==> config.mk <==
export PLATFORM = sky130hd
export DESIGN_NAME = sram_wb_bist_master_flat
export DESIGN_NICKNAME = d
export VERILOG_FILES = /design/src/rtl/sram_wb_bist_master_if.sv /design/src/rtl/sram_wb_bist_master.sv /design/src/flat_wrapper.sv
export SDC_FILE = /design/constraint.sdc
export NUM_CORES = 1
export LEC_CHECK = 0
export BUFFER_PORTS_ARGS = -buffer_cell sky130_fd_sc_hd__buf_2
export CORE_ASPECT_RATIO = 0.8
export CORE_MARGIN = 2
export CORE_UTILIZATION = 45
export CTS_CLUSTER_SIZE = 14
export DETAILED_ROUTE_END_ITERATION = 7
export PLACE_DENSITY = 0.71
export SETUP_SLACK_MARGIN = 0.5
export SLEW_MARGIN = 15
export SYNTH_ARGS = -nofsm -noshare
export SYNTH_HDL_FRONTEND = slang
export SYNTH_SLANG_ARGS = --single-unit
==> constraint.sdc <==
create_clock -name wb_clk_i -period 3.5 [get_ports wb_clk_i]
set_clock_uncertainty 0.1 [all_clocks]
set_input_delay 0.7 -clock wb_clk_i [delete_from_list [all_inputs] [get_ports wb_clk_i]]
set_output_delay 0.7 -clock wb_clk_i [all_outputs]
set_load 0.01 [all_outputs]
==> src/rtl/sram_wb_bist_master_if.sv <==
// Wishbone classic bus between the BIST initiator and the SRAM slave mux.
//   wbm_cyc_o/stb_o/we_o  : cycle, strobe, write enable (initiator -> slave)
//   wbm_sel_o             : byte selects
//   wbm_adr_o/dat_o       : byte address and write data
//   wbm_dat_i/ack_i       : read data and acknowledge (slave -> initiator)
interface sram_wb_bist_master_if;
    logic        wbm_cyc_o;
    logic        wbm_stb_o;
    logic        wbm_we_o;
    logic [3:0]  wbm_sel_o;
    logic [31:0] wbm_adr_o;
    logic [31:0] wbm_dat_o;
    logic [31:0] wbm_dat_i;
    logic        wbm_ack_i;

    modport master (
        output wbm_cyc_o, wbm_stb_o, wbm_we_o, wbm_sel_o, wbm_adr_o, wbm_dat_o,
        input  wbm_dat_i, wbm_ack_i
    );

    modport slave (
        input  wbm_cyc_o, wbm_stb_o, wbm_we_o, wbm_sel_o, wbm_adr_o, wbm_dat_o,
        output wbm_dat_i, wbm_ack_i
    );
endinterface

==> src/rtl/sram_wb_bist_master.sv <==
// Wishbone classic BIST initiator for the 1024x32 SRAM slave.
// A start pulse runs a write pass of the selected pattern over WORDS words,
// then a read pass comparing every word, and reports the result.
//   wb_clk_i, wb_rst_i : clock, synchronous active-high reset
//   start, pattern_sel : begin a test (ignored while busy), pattern choice
//   busy, done, pass   : test status; pass valid while done
//   timeout            : a request went unacknowledged for TIMEOUT cycles
//   fail_idx/fail_data : index and read data of the first mismatch
//   err_count          : saturating mismatch count
//   wbm                : Wishbone initiator port
module sram_wb_bist_master #(
    parameter logic [31:0] BASE_ADR = 32'h3000_0000,
    parameter int unsigned WORDS    = 1024,
    parameter int unsigned TIMEOUT  = 255
) (
    input  logic        wb_clk_i,
    input  logic        wb_rst_i,
    input  logic        start,
    input  logic [1:0]  pattern_sel,
    output logic        busy,
    output logic        done,
    output logic        pass,
    output logic        timeout,
    output logic [9:0]  fail_idx,
    output logic [31:0] fail_data,
    output logic [15:0] err_count,
    sram_wb_bist_master_if.master wbm
);

    localparam int unsigned IDX_W = 10;
    localparam int unsigned TO_W  = $clog2(TIMEOUT + 1);

    typedef enum logic [2:0] {
        IDLE,
        WR_REQ,
        WR_GAP,
        RD_REQ,
        RD_GAP,
        FINISH
    } state_t;

    state_t            state_q;
    logic [IDX_W-1:0]  idx_q;
    logic [1:0]        pat_q;
    logic [TO_W-1:0]   to_cnt_q;

    logic              busy_q;
    logic              done_q;
    logic              pass_q;
    logic              timeout_q;
    logic [IDX_W-1:0]  fail_idx_q;
    logic [31:0]       fail_data_q;
    logic [15:0]       err_count_q;

    logic              cyc_q;
    logic              stb_q;
    logic              we_q;
    logic [3:0]        sel_q;
    logic [31:0]       adr_q;
    logic [31:0]       dat_q;

    logic              last_c;
    logic [IDX_W-1:0]  nxt_idx_c;
    logic [31:0]       exp_c;
    logic              mismatch_c;
    logic              to_hit_c;

    // Expected word for a given index and pattern.
    function automatic logic [31:0] pat_of(input logic [IDX_W-1:0] i, input logic [1:0] p);
        logic [31:0] r;
        case (p)
            2'd0:    r = 32'(i);
            2'd1:    r = i[0] ? 32'hAAAA_AAAA : 32'h5555_5555;
            2'd2:    r = 32'hFFFF_FFFF;
            default: r = ~32'(i);
        endcase
        return r;
    endfunction

    // Byte address of a word index.
    function automatic logic [31:0] adr_of(input logic [IDX_W-1:0] i);
        return BASE_ADR + {20'd0, i, 2'b00};
    endfunction

    // Index stepping and read compare against the current request.
    always_comb begin
        last_c     = (idx_q == IDX_W'(WORDS - 1));
        nxt_idx_c  = last_c ? '0 : idx_q + IDX_W'(1);
        exp_c      = pat_of(idx_q, pat_q);
        mismatch_c = (wbm.wbm_dat_i != exp_c);
        to_hit_c   = (to_cnt_q == TO_W'(TIMEOUT - 1));
    end

    // Test sequencer: state, bus request and status registers.
    always_ff @(posedge wb_clk_i) begin
        if (wb_rst_i) begin
            state_q     <= IDLE;
            idx_q       <= '0;
            pat_q       <= '0;
            to_cnt_q    <= '0;
            busy_q      <= 1'b0;
            done_q      <= 1'b0;
            pass_q      <= 1'b0;
            timeout_q   <= 1'b0;
            fail_idx_q  <= '0;
            fail_data_q <= '0;
            err_count_q <= '0;
            cyc_q       <= 1'b0;
            stb_q       <= 1'b0;
            we_q        <= 1'b0;
            sel_q       <= '0;
            adr_q       <= '0;
            dat_q       <= '0;
        end else begin
            case (state_q)
                IDLE: begin
                    if (start) begin
                        state_q     <= WR_REQ;
                        busy_q      <= 1'b1;
                        done_q      <= 1'b0;
                        pass_q      <= 1'b0;
                        timeout_q   <= 1'b0;
                        err_count_q <= '0;
                        fail_idx_q  <= '0;
                        fail_data_q <= '0;
                        idx_q       <= '0;
                        pat_q       <= pattern_sel;
                        to_cnt_q    <= '0;
                        cyc_q       <= 1'b1;
                        stb_q       <= 1'b1;
                        we_q        <= 1'b1;
                        sel_q       <= 4'hF;
                        adr_q       <= adr_of('0);
                        dat_q       <= pat_of('0, pattern_sel);
                    end
                end

                WR_REQ, RD_REQ: begin
                    if (wbm.wbm_ack_i) begin
                        cyc_q <= 1'b0;
                        stb_q <= 1'b0;
                        we_q  <= 1'b0;
                        sel_q <= '0;
                        if (state_q == WR_REQ) begin
                            state_q <= WR_GAP;
                        end else begin
                            state_q <= RD_GAP;
                            if (mismatch_c) begin
                                if (err_count_q != 16'hFFFF) begin
                                    err_count_q <= err_count_q + 16'd1;
                                end
                                // Only the first mismatch of a test is captured.
                                if (err_count_q == 16'd0) begin
                                    fail_idx_q  <= idx_q;
                                    fail_data_q <= wbm.wbm_dat_i;
                                end
                            end
                        end
                    end else if (to_hit_c) begin
                        // Abandon the test; the stalled slave is left alone.
                        cyc_q     <= 1'b0;
                        stb_q     <= 1'b0;
                        we_q      <= 1'b0;
                        sel_q     <= '0;
                        timeout_q <= 1'b1;
                        state_q   <= FINISH;
                    end else begin
                        to_cnt_q <= to_cnt_q + TO_W'(1);
                    end
                end

                WR_GAP: begin
                    idx_q    <= nxt_idx_c;
                    to_cnt_q <= '0;
                    cyc_q    <= 1'b1;
                    stb_q    <= 1'b1;
                    sel_q    <= 4'hF;
                    adr_q    <= adr_of(nxt_idx_c);
                    if (last_c) begin
                        we_q    <= 1'b0;
                        state_q <= RD_REQ;
                    end else begin
                        we_q    <= 1'b1;
                        dat_q   <= pat_of(nxt_idx_c, pat_q);
                        state_q <= WR_REQ;
                    end
                end

                RD_GAP: begin
                    idx_q    <= nxt_idx_c;
                    to_cnt_q <= '0;
                    if (last_c) begin
                        state_q <= FINISH;
                    end else begin
                        cyc_q   <= 1'b1;
                        stb_q   <= 1'b1;
                        we_q    <= 1'b0;
                        sel_q   <= 4'hF;
                        adr_q   <= adr_of(nxt_idx_c);
                        state_q <= RD_REQ;
                    end
                end

                FINISH: begin
                    busy_q  <= 1'b0;
                    done_q  <= 1'b1;
                    pass_q  <= (err_count_q == 16'd0) && !timeout_q;
                    state_q <= IDLE;
                end

                default: begin
                    state_q <= IDLE;
                end
            endcase
        end
    end

    assign busy          = busy_q;
    assign done          = done_q;
    assign pass          = pass_q;
    assign timeout       = timeout_q;
    assign fail_idx      = fail_idx_q;
    assign fail_data     = fail_data_q;
    assign err_count     = err_count_q;
    assign wbm.wbm_cyc_o = cyc_q;
    assign wbm.wbm_stb_o = stb_q;
    assign wbm.wbm_we_o  = we_q;
    assign wbm.wbm_sel_o = sel_q;
    assign wbm.wbm_adr_o = adr_q;
    assign wbm.wbm_dat_o = dat_q;

endmodule

==> src/flat_wrapper.sv <==
// flat-port wrapper written by rule: the top's interface ports become plain ports
module sram_wb_bist_master_flat 
#(
    parameter logic [31:0] BASE_ADR = 32'h3000_0000,
    parameter int unsigned WORDS    = 1024,
    parameter int unsigned TIMEOUT  = 255
)
  (wb_clk_i, wb_rst_i, start, pattern_sel, busy, done, pass, timeout, fail_idx, fail_data, err_count, wbm_wbm_cyc_o, wbm_wbm_stb_o, wbm_wbm_we_o, wbm_wbm_sel_o, wbm_wbm_adr_o, wbm_wbm_dat_o, wbm_wbm_dat_i, wbm_wbm_ack_i);
  sram_wb_bist_master_if wbm_i ();
  input  logic wb_clk_i;
  input  logic wb_rst_i;
  input  logic start;
  input  logic [1:0] pattern_sel;
  output logic busy;
  output logic done;
  output logic pass;
  output logic timeout;
  output logic [9:0] fail_idx;
  output logic [31:0] fail_data;
  output logic [15:0] err_count;
  output wire logic [$bits(wbm_i.wbm_cyc_o)-1:0] wbm_wbm_cyc_o;
  output wire logic [$bits(wbm_i.wbm_stb_o)-1:0] wbm_wbm_stb_o;
  output wire logic [$bits(wbm_i.wbm_we_o)-1:0] wbm_wbm_we_o;
  output wire logic [$bits(wbm_i.wbm_sel_o)-1:0] wbm_wbm_sel_o;
  output wire logic [$bits(wbm_i.wbm_adr_o)-1:0] wbm_wbm_adr_o;
  output wire logic [$bits(wbm_i.wbm_dat_o)-1:0] wbm_wbm_dat_o;
  input wire logic [$bits(wbm_i.wbm_dat_i)-1:0] wbm_wbm_dat_i;
  input wire logic [$bits(wbm_i.wbm_ack_i)-1:0] wbm_wbm_ack_i;
  assign wbm_wbm_cyc_o = wbm_i.wbm_cyc_o;
  assign wbm_wbm_stb_o = wbm_i.wbm_stb_o;
  assign wbm_wbm_we_o = wbm_i.wbm_we_o;
  assign wbm_wbm_sel_o = wbm_i.wbm_sel_o;
  assign wbm_wbm_adr_o = wbm_i.wbm_adr_o;
  assign wbm_wbm_dat_o = wbm_i.wbm_dat_o;
  assign wbm_i.wbm_dat_i = wbm_wbm_dat_i;
  assign wbm_i.wbm_ack_i = wbm_wbm_ack_i;
  sram_wb_bist_master #(.BASE_ADR(BASE_ADR), .WORDS(WORDS), .TIMEOUT(TIMEOUT)) u_core (.wb_clk_i(wb_clk_i), .wb_rst_i(wb_rst_i), .start(start), .pattern_sel(pattern_sel), .busy(busy), .done(done), .pass(pass), .timeout(timeout), .fail_idx(fail_idx), .fail_data(fail_data), .err_count(err_count), .wbm(wbm_i));
endmodule
* Yosys cells after proc, flatten, opt, wreduce, memory -nomap -nowiden
Index checks and enable logic that the tools add are counted.
** Cells by class
- Bitwise logic cells :: 2
- Muxes and demuxes :: 62
- Shift-type cells :: 0
- Multiply operators :: 0
- $lt $le $gt $ge :: 0
- Reductions and logical operators :: 26
- Equal/unequal tests :: 24
- Divide/modulo/power cells :: 0
- Add/sub/neg operators :: 4
** Operator list (count)
- 32-bit 2-to-1 mux :: 11
- 32-bit case mux with 3 select lines :: 3
- 32-bit case mux with 2 select lines :: 3
- 16-bit 2-to-1 mux :: 5
- 10-bit inverter with 32-bit output :: 2
- 10-bit 2-to-1 mux :: 6
- 10-bit case mux with 2 select lines :: 2
- 32-bit inequality test :: 1
- 16-bit case mux with 2 select lines :: 1
- 30-bit by 12-bit adder with 31-bit output (first input constant) :: 1
- 8-bit 2-to-1 mux :: 3
- 8-bit case mux with 3 select lines :: 1
- 16-bit by 1-bit adder with 16-bit output (second input constant) :: 1
- 16-bit logical NOT :: 1
- 4-bit 2-to-1 mux :: 4
- 16-bit inequality test (second input constant) :: 1
- 4-bit case mux with 4 select lines :: 1
- 3-bit 2-to-1 mux :: 5
- 2-bit inequality test (second input constant) :: 7
- 3-bit case mux with 4 select lines :: 1
- 4-bit AND reduction :: 3
- 6-bit AND reduction :: 2
- 10-bit by 1-bit adder with 10-bit output (second input constant) :: 1
- 10-bit == test (second input constant) :: 1
- 23 further kinds :: 51
** Word-level totals
- Bits in read-only memories :: 0
- Memories kept :: 0
- Latch bits :: 0
- Output and inout port bits :: 133
- Bits of input ports :: 38
- Register bits after elaboration :: 155
- RAM bits :: 0
- Logic and storage cells :: 134

* Depth between registers and ports, before layout
- Depth after elaboration :: 7
- Mapped depth :: 11

* Least setup slack after synthesis
No wires, ideal clock.
- Path type :: in2reg
- From :: in wbm_wbm_dat_i[14]
- To :: reg u_core.fail_idx_q[4] (netlist: u_core.fail_idx[4])
- Stages :: 8
- Setup slack :: 0.824 ns
- Data arrival time :: 2.459 ns
- Cell sequence :: or4_1 a221o_1 a221oi_2 and4_1 buf_4 nor2_2 buf_6 a22o_1
** On the way
- Cells in the longest elaborated chain, start to end :: 3
** Ends and longest elaborated chain
- start, declared :: RTL line flat_wrapper.sv:27 : input wire logic [$bits(wbm_i.wbm_dat_i)-1:0] wbm_wbm_dat_i;
- 32-bit inequality test :: RTL line sram_wb_bist_master.sv:90 : mismatch_c = (wbm.wbm_dat_i != exp_c);
- 2-bit by 1-bit inequality test with 1-bit output (no line)
- 6-bit AND reduction (no line)
- end signal, assigned :: RTL line sram_wb_bist_master.sv:154 : fail_idx_q <= idx_q;
- end, declared :: RTL line sram_wb_bist_master.sv:51 : logic [IDX_W-1:0] fail_idx_q;
Every way passes these cells.
A chain may end at the register's enable or synchronous reset.

* Worst setup path in the final report
- From :: reg u_core.pat_q[1]
- To :: reg u_core.fail_data_q[30] (netlist: u_core.fail_data[30])
** On the way
- Cells in the longest elaborated chain, start to end :: 5
- Elaborated cells on any way between the ends :: 7
** Ends and longest elaborated chain
- start, declared :: RTL line sram_wb_bist_master.sv:44 : logic [1:0] pat_q;
- start signal, assigned :: RTL line sram_wb_bist_master.sv:127 : pat_q <= pattern_sel;
- 2-bit == test, or another cell as far along :: RTL line sram_wb_bist_master.sv:71 : case (p)
- 32-bit case mux with 3 select lines * :: RTL line sram_wb_bist_master.sv:71
- 32-bit inequality test * :: RTL line sram_wb_bist_master.sv:90
- 2-bit by 1-bit inequality test with 1-bit output (no line) *
- 6-bit AND reduction (no line) *
- end signal, assigned :: RTL line sram_wb_bist_master.sv:155 : fail_data_q <= wbm.wbm_dat_i;
- end, declared :: RTL line sram_wb_bist_master.sv:52 : logic [31:0] fail_data_q;
Mark *: on every way between the ends. The rest lies on a longest branch, timed or not.

==> flow_metrics.tcl <==
set metrics [dict create \
    cts.sinks 110 \
    r2r-start "u_core.pat_q[1]" \
    finalMaxSlewViolations 0 \
    cts_setup_buffers 0 \
    drtIter0Drc 394 \
    finalCritPeriodShare_pct 79.3 \
    synth_edf_count 0 \
    power_leakage_nw 2.78 \
    postRouteAntennaNets 0 \
    min_period_ps 2770 \
    die_height_um 104 \
    ys_ff_latch 110 \
    cts_buffer_depth 2 \
    initial_core_util_pct 46.0 \
    hpwl_um 10500 \
    overflow 0 \
    rr_worst_depth 9 \
    p_int_mw 1.93 \
    pwr_density_cell_nw_per_um2 420 \
    port_buffers 150 \
    clkTransAtPathRegs_ps 70 \
    avgViaCountPerCell 5.61 \
    crit_arrival_ps 2960 \
    grt_max_degree 45 \
    finalHoldViolCount 0 \
    vias 5251 \
    path_max_fanout 42 \
    synthArstFlopShare_pct 0 \
    synth-main-ff-cell "dfxtp_1" \
    post-synth-top-area-cell "dfxtp_1" \
    status "complete, no violations" \
    critPathRequiredTime_ps 3690 \
    syn_to_final_growth_pct 15.1 \
    grt-busiest-layer "met2" \
    maxSlewHeadroom_pct 54.4 \
    syn_area_um2 5580 \
    power_frac_clock_pct 35.6 \
    synth_cell_types 52 \
    final_layout_size_suffix_gt1_share_pct 24.5 \
    gr-usage-met2_pct 34.7 \
    finalSetupTns_ps 0 \
    vdd_drop_max_uv 303 \
    grt_pass1_vias 4798 \
    rsz0062_at_grt "false" \
    min_from "u_core.wbm.wbm_adr_o[7]" \
    die_x_um 128 \
    holdWs_ps 360 \
    hp-class "reg2reg" \
    nFillCells 1129 \
    drcViolationCount 0 \
    die_area_um2 13300 \
    antenna_cells 0 \
    syn_area_per_cell_um2 8.30 \
    swShare_pct 28.3 \
    cts_tree "built" \
    netlist.area_leader.share_pct 39.5 \
    antenna_found_initial 0 \
    synth_area_leaders "dfxtp_1, a22o_1, buf_4, a21oi_1, nor2_1" \
    grt_pass1_wl_um 23500 \
    use_met1_pct 29.3 \
    setup_slack_ps 725 \
    ctsHoldBuffers 0 \
    place_congestion 0.868 \
    gr-usage-met3_pct 4.80 \
    rows 36 \
    ctsHtreeMaxLevel 3 \
    timing.critical_path.from "u_core.pat_q[1]" \
    io_pins 171 \
    wl_per_cell_um 15.2 \
    start_kind "flop" \
    seq_power_share_pct 49.7 \
    critPathKind "reg2reg" \
    max_freq_mhz 360 \
    p_comb_share_pct 14.7 \
    track_usage_pct 21.4 \
    worst_pin_slew_ps 684 \
    seq_area_frac_synth_pct 39.5 \
    layout.nets 822 \
    cts_buffers 9 \
    power_mw 2.69 \
    clk_latency_ps 350 \
    yosys_warnings 0 \
    power_switching_mw 0.762 \
    synthCells 672 \
    routed_wl_um 14200 \
    maxCapViolCount 0 \
    hold_path_depth 2 \
    end_kind "flop" \
    post-place-ws_ps 559 \
    core-area_um2 12100 \
    firstDrtPassIters 5 \
    setup_viol 0 \
    postCtsResizedCells 0 \
    clock-root-buffer "clkbuf_16" \
]
==> power by group through the flow <==
stage          registers [mW]  logic (mW)  clock network [mW]
2_1_floorplan            1.37       0.297                   0
3_3_place_gp             1.36       0.387                   0
3_5_place_dp             1.37       0.395                   0
4_1_cts                  1.34       0.396               0.980
5_1_grt                  1.35       0.439                1.02
6_report                 1.34       0.397               0.957
==> layout by cell type, fill, tap and decap left out, types with 5 or more instances in the layout <==
master / netlist / routed
or4_1: 11 / 11
ha_1: 5 / 5
clkbuf_16: 0 / 9
nor3_1: 14 / 14
nor2b_1: 6 / 6
buf_2: 6 / 150
a31oi_1: 5 / 5
buf_4: 47 / 14
a21oi_1: 60 / 60
xnor2_1: 8 / 8
conb_1: 1 / 20
xor2_1: 12 / 12
a22oi_1: 7 / 7
o21ai_0: 29 / 29
o31ai_1: 8 / 8
nor4_1: 11 / 11
nor2_1: 64 / 64
inv_1: 14 / 14
and3_1: 11 / 11
nand4_1: 19 / 19
or3_1: 12 / 12
a22o_1: 44 / 44
and2_1: 11 / 11
nand3_1: 20 / 20
nand2b_1: 8 / 8
a211oi_1: 6 / 6
dfxtp_1: 110 / 107
nand2_1: 50 / 50
==> final cells by class <==
type | count | area (µm²) | area share (%)
Sequential cell | 110 | 2210 | 34.4
Inverter | 15 | 56.3 | 0.877
Clock buffer | 9 | 225 | 3.51
Tap cell | 152 | 190 | 2.96
Clock inverter | 7 | 48.8 | 0.760
Multi-Input combinational cell | 478 | 2820 | 43.9
Timing Repair Buffer | 165 | 876 | 13.6
==> synth_stat cells (7+ instances only) <==
master,n
and3_1,11
nand3_1,20
or3_1,12
and2_1,11
nor3_1,14
nor4_1,11
or4_1,11
buf_4,47
nand2b_1,8
o31ai_1,8
a22oi_1,7
inv_1,14
buf_6,8
dfxtp_1,110
clkbuf_1,25
xor2_1,12
nand4_1,19
o21ai_0,29
a21oi_1,60
a22o_1,44
xnor2_1,8
nand2_1,50
nor2_1,64
==> cell families (layout without fill, tap and decap cells) <==
family	count (synthesis)	after routing	synth area share (%)
AOI/OAI and AO/OA	180	180	21.4
DFF	110	110	39.5
and+or+nand+nor	249	249	22.7
muxes	4	4	0.718
other	1	20	0.0672
buffers and inverters	103	196	11.3
adders and majority gates	5	5	1.12
xor gates and xnor gates	20	20	3.14
==> metal layers <==
layer	up-vias	part of all wire, %
met5	-	0
met4	0	0.98
met3	18	6.7
met2	178	47
met1	2487	45
li1	2568	-
==> stage by stage <==
stage | std cells | instance area, µm² | utilization (%)
global route | 936 | 6420 | 53.0
detailed placement | 920 | 6140 | 50.7
floorplan | 691 | 5650 | -
global placement | 920 | 6140 | 50.7
CTS | 936 | 6410 | 52.9
finish | 936 | 6420 | 53.0
==> state kept, by name, summed over array words and instances, names as in the netlist, 3 cells and up <==
signal                count
u_core.fail_data         32
u_core.err_count         16
u_core.wbm.wbm_dat_o     12
u_core.wbm.wbm_adr_o     11
u_core.fail_idx          10
u_core.idx_q             10
u_core.to_cnt_q           8
u_core.state_q            3
==> path summary, 6_finish.rpt <==
path                        endpoint  slack [ps]
max             u_core.fail_data[30]         730
min          u_core.wbm.wbm_adr_o[7]         360
max reg2reg     u_core.fail_data[30]         730
min reg2reg  u_core.wbm.wbm_adr_o[7]         360
==> critical path, cell delays in order, from the launching register on <==
cell     delay (ps)
dfxtp_2         400
buf_4           200
or2_2           290
o22ai_1         150
xor2_1           90
nor4_1          500
nand4_1         320
a21oi_4         250
buf_12          220
a22o_1          170
No activity file was read; power rests on OpenSTA's default activity.
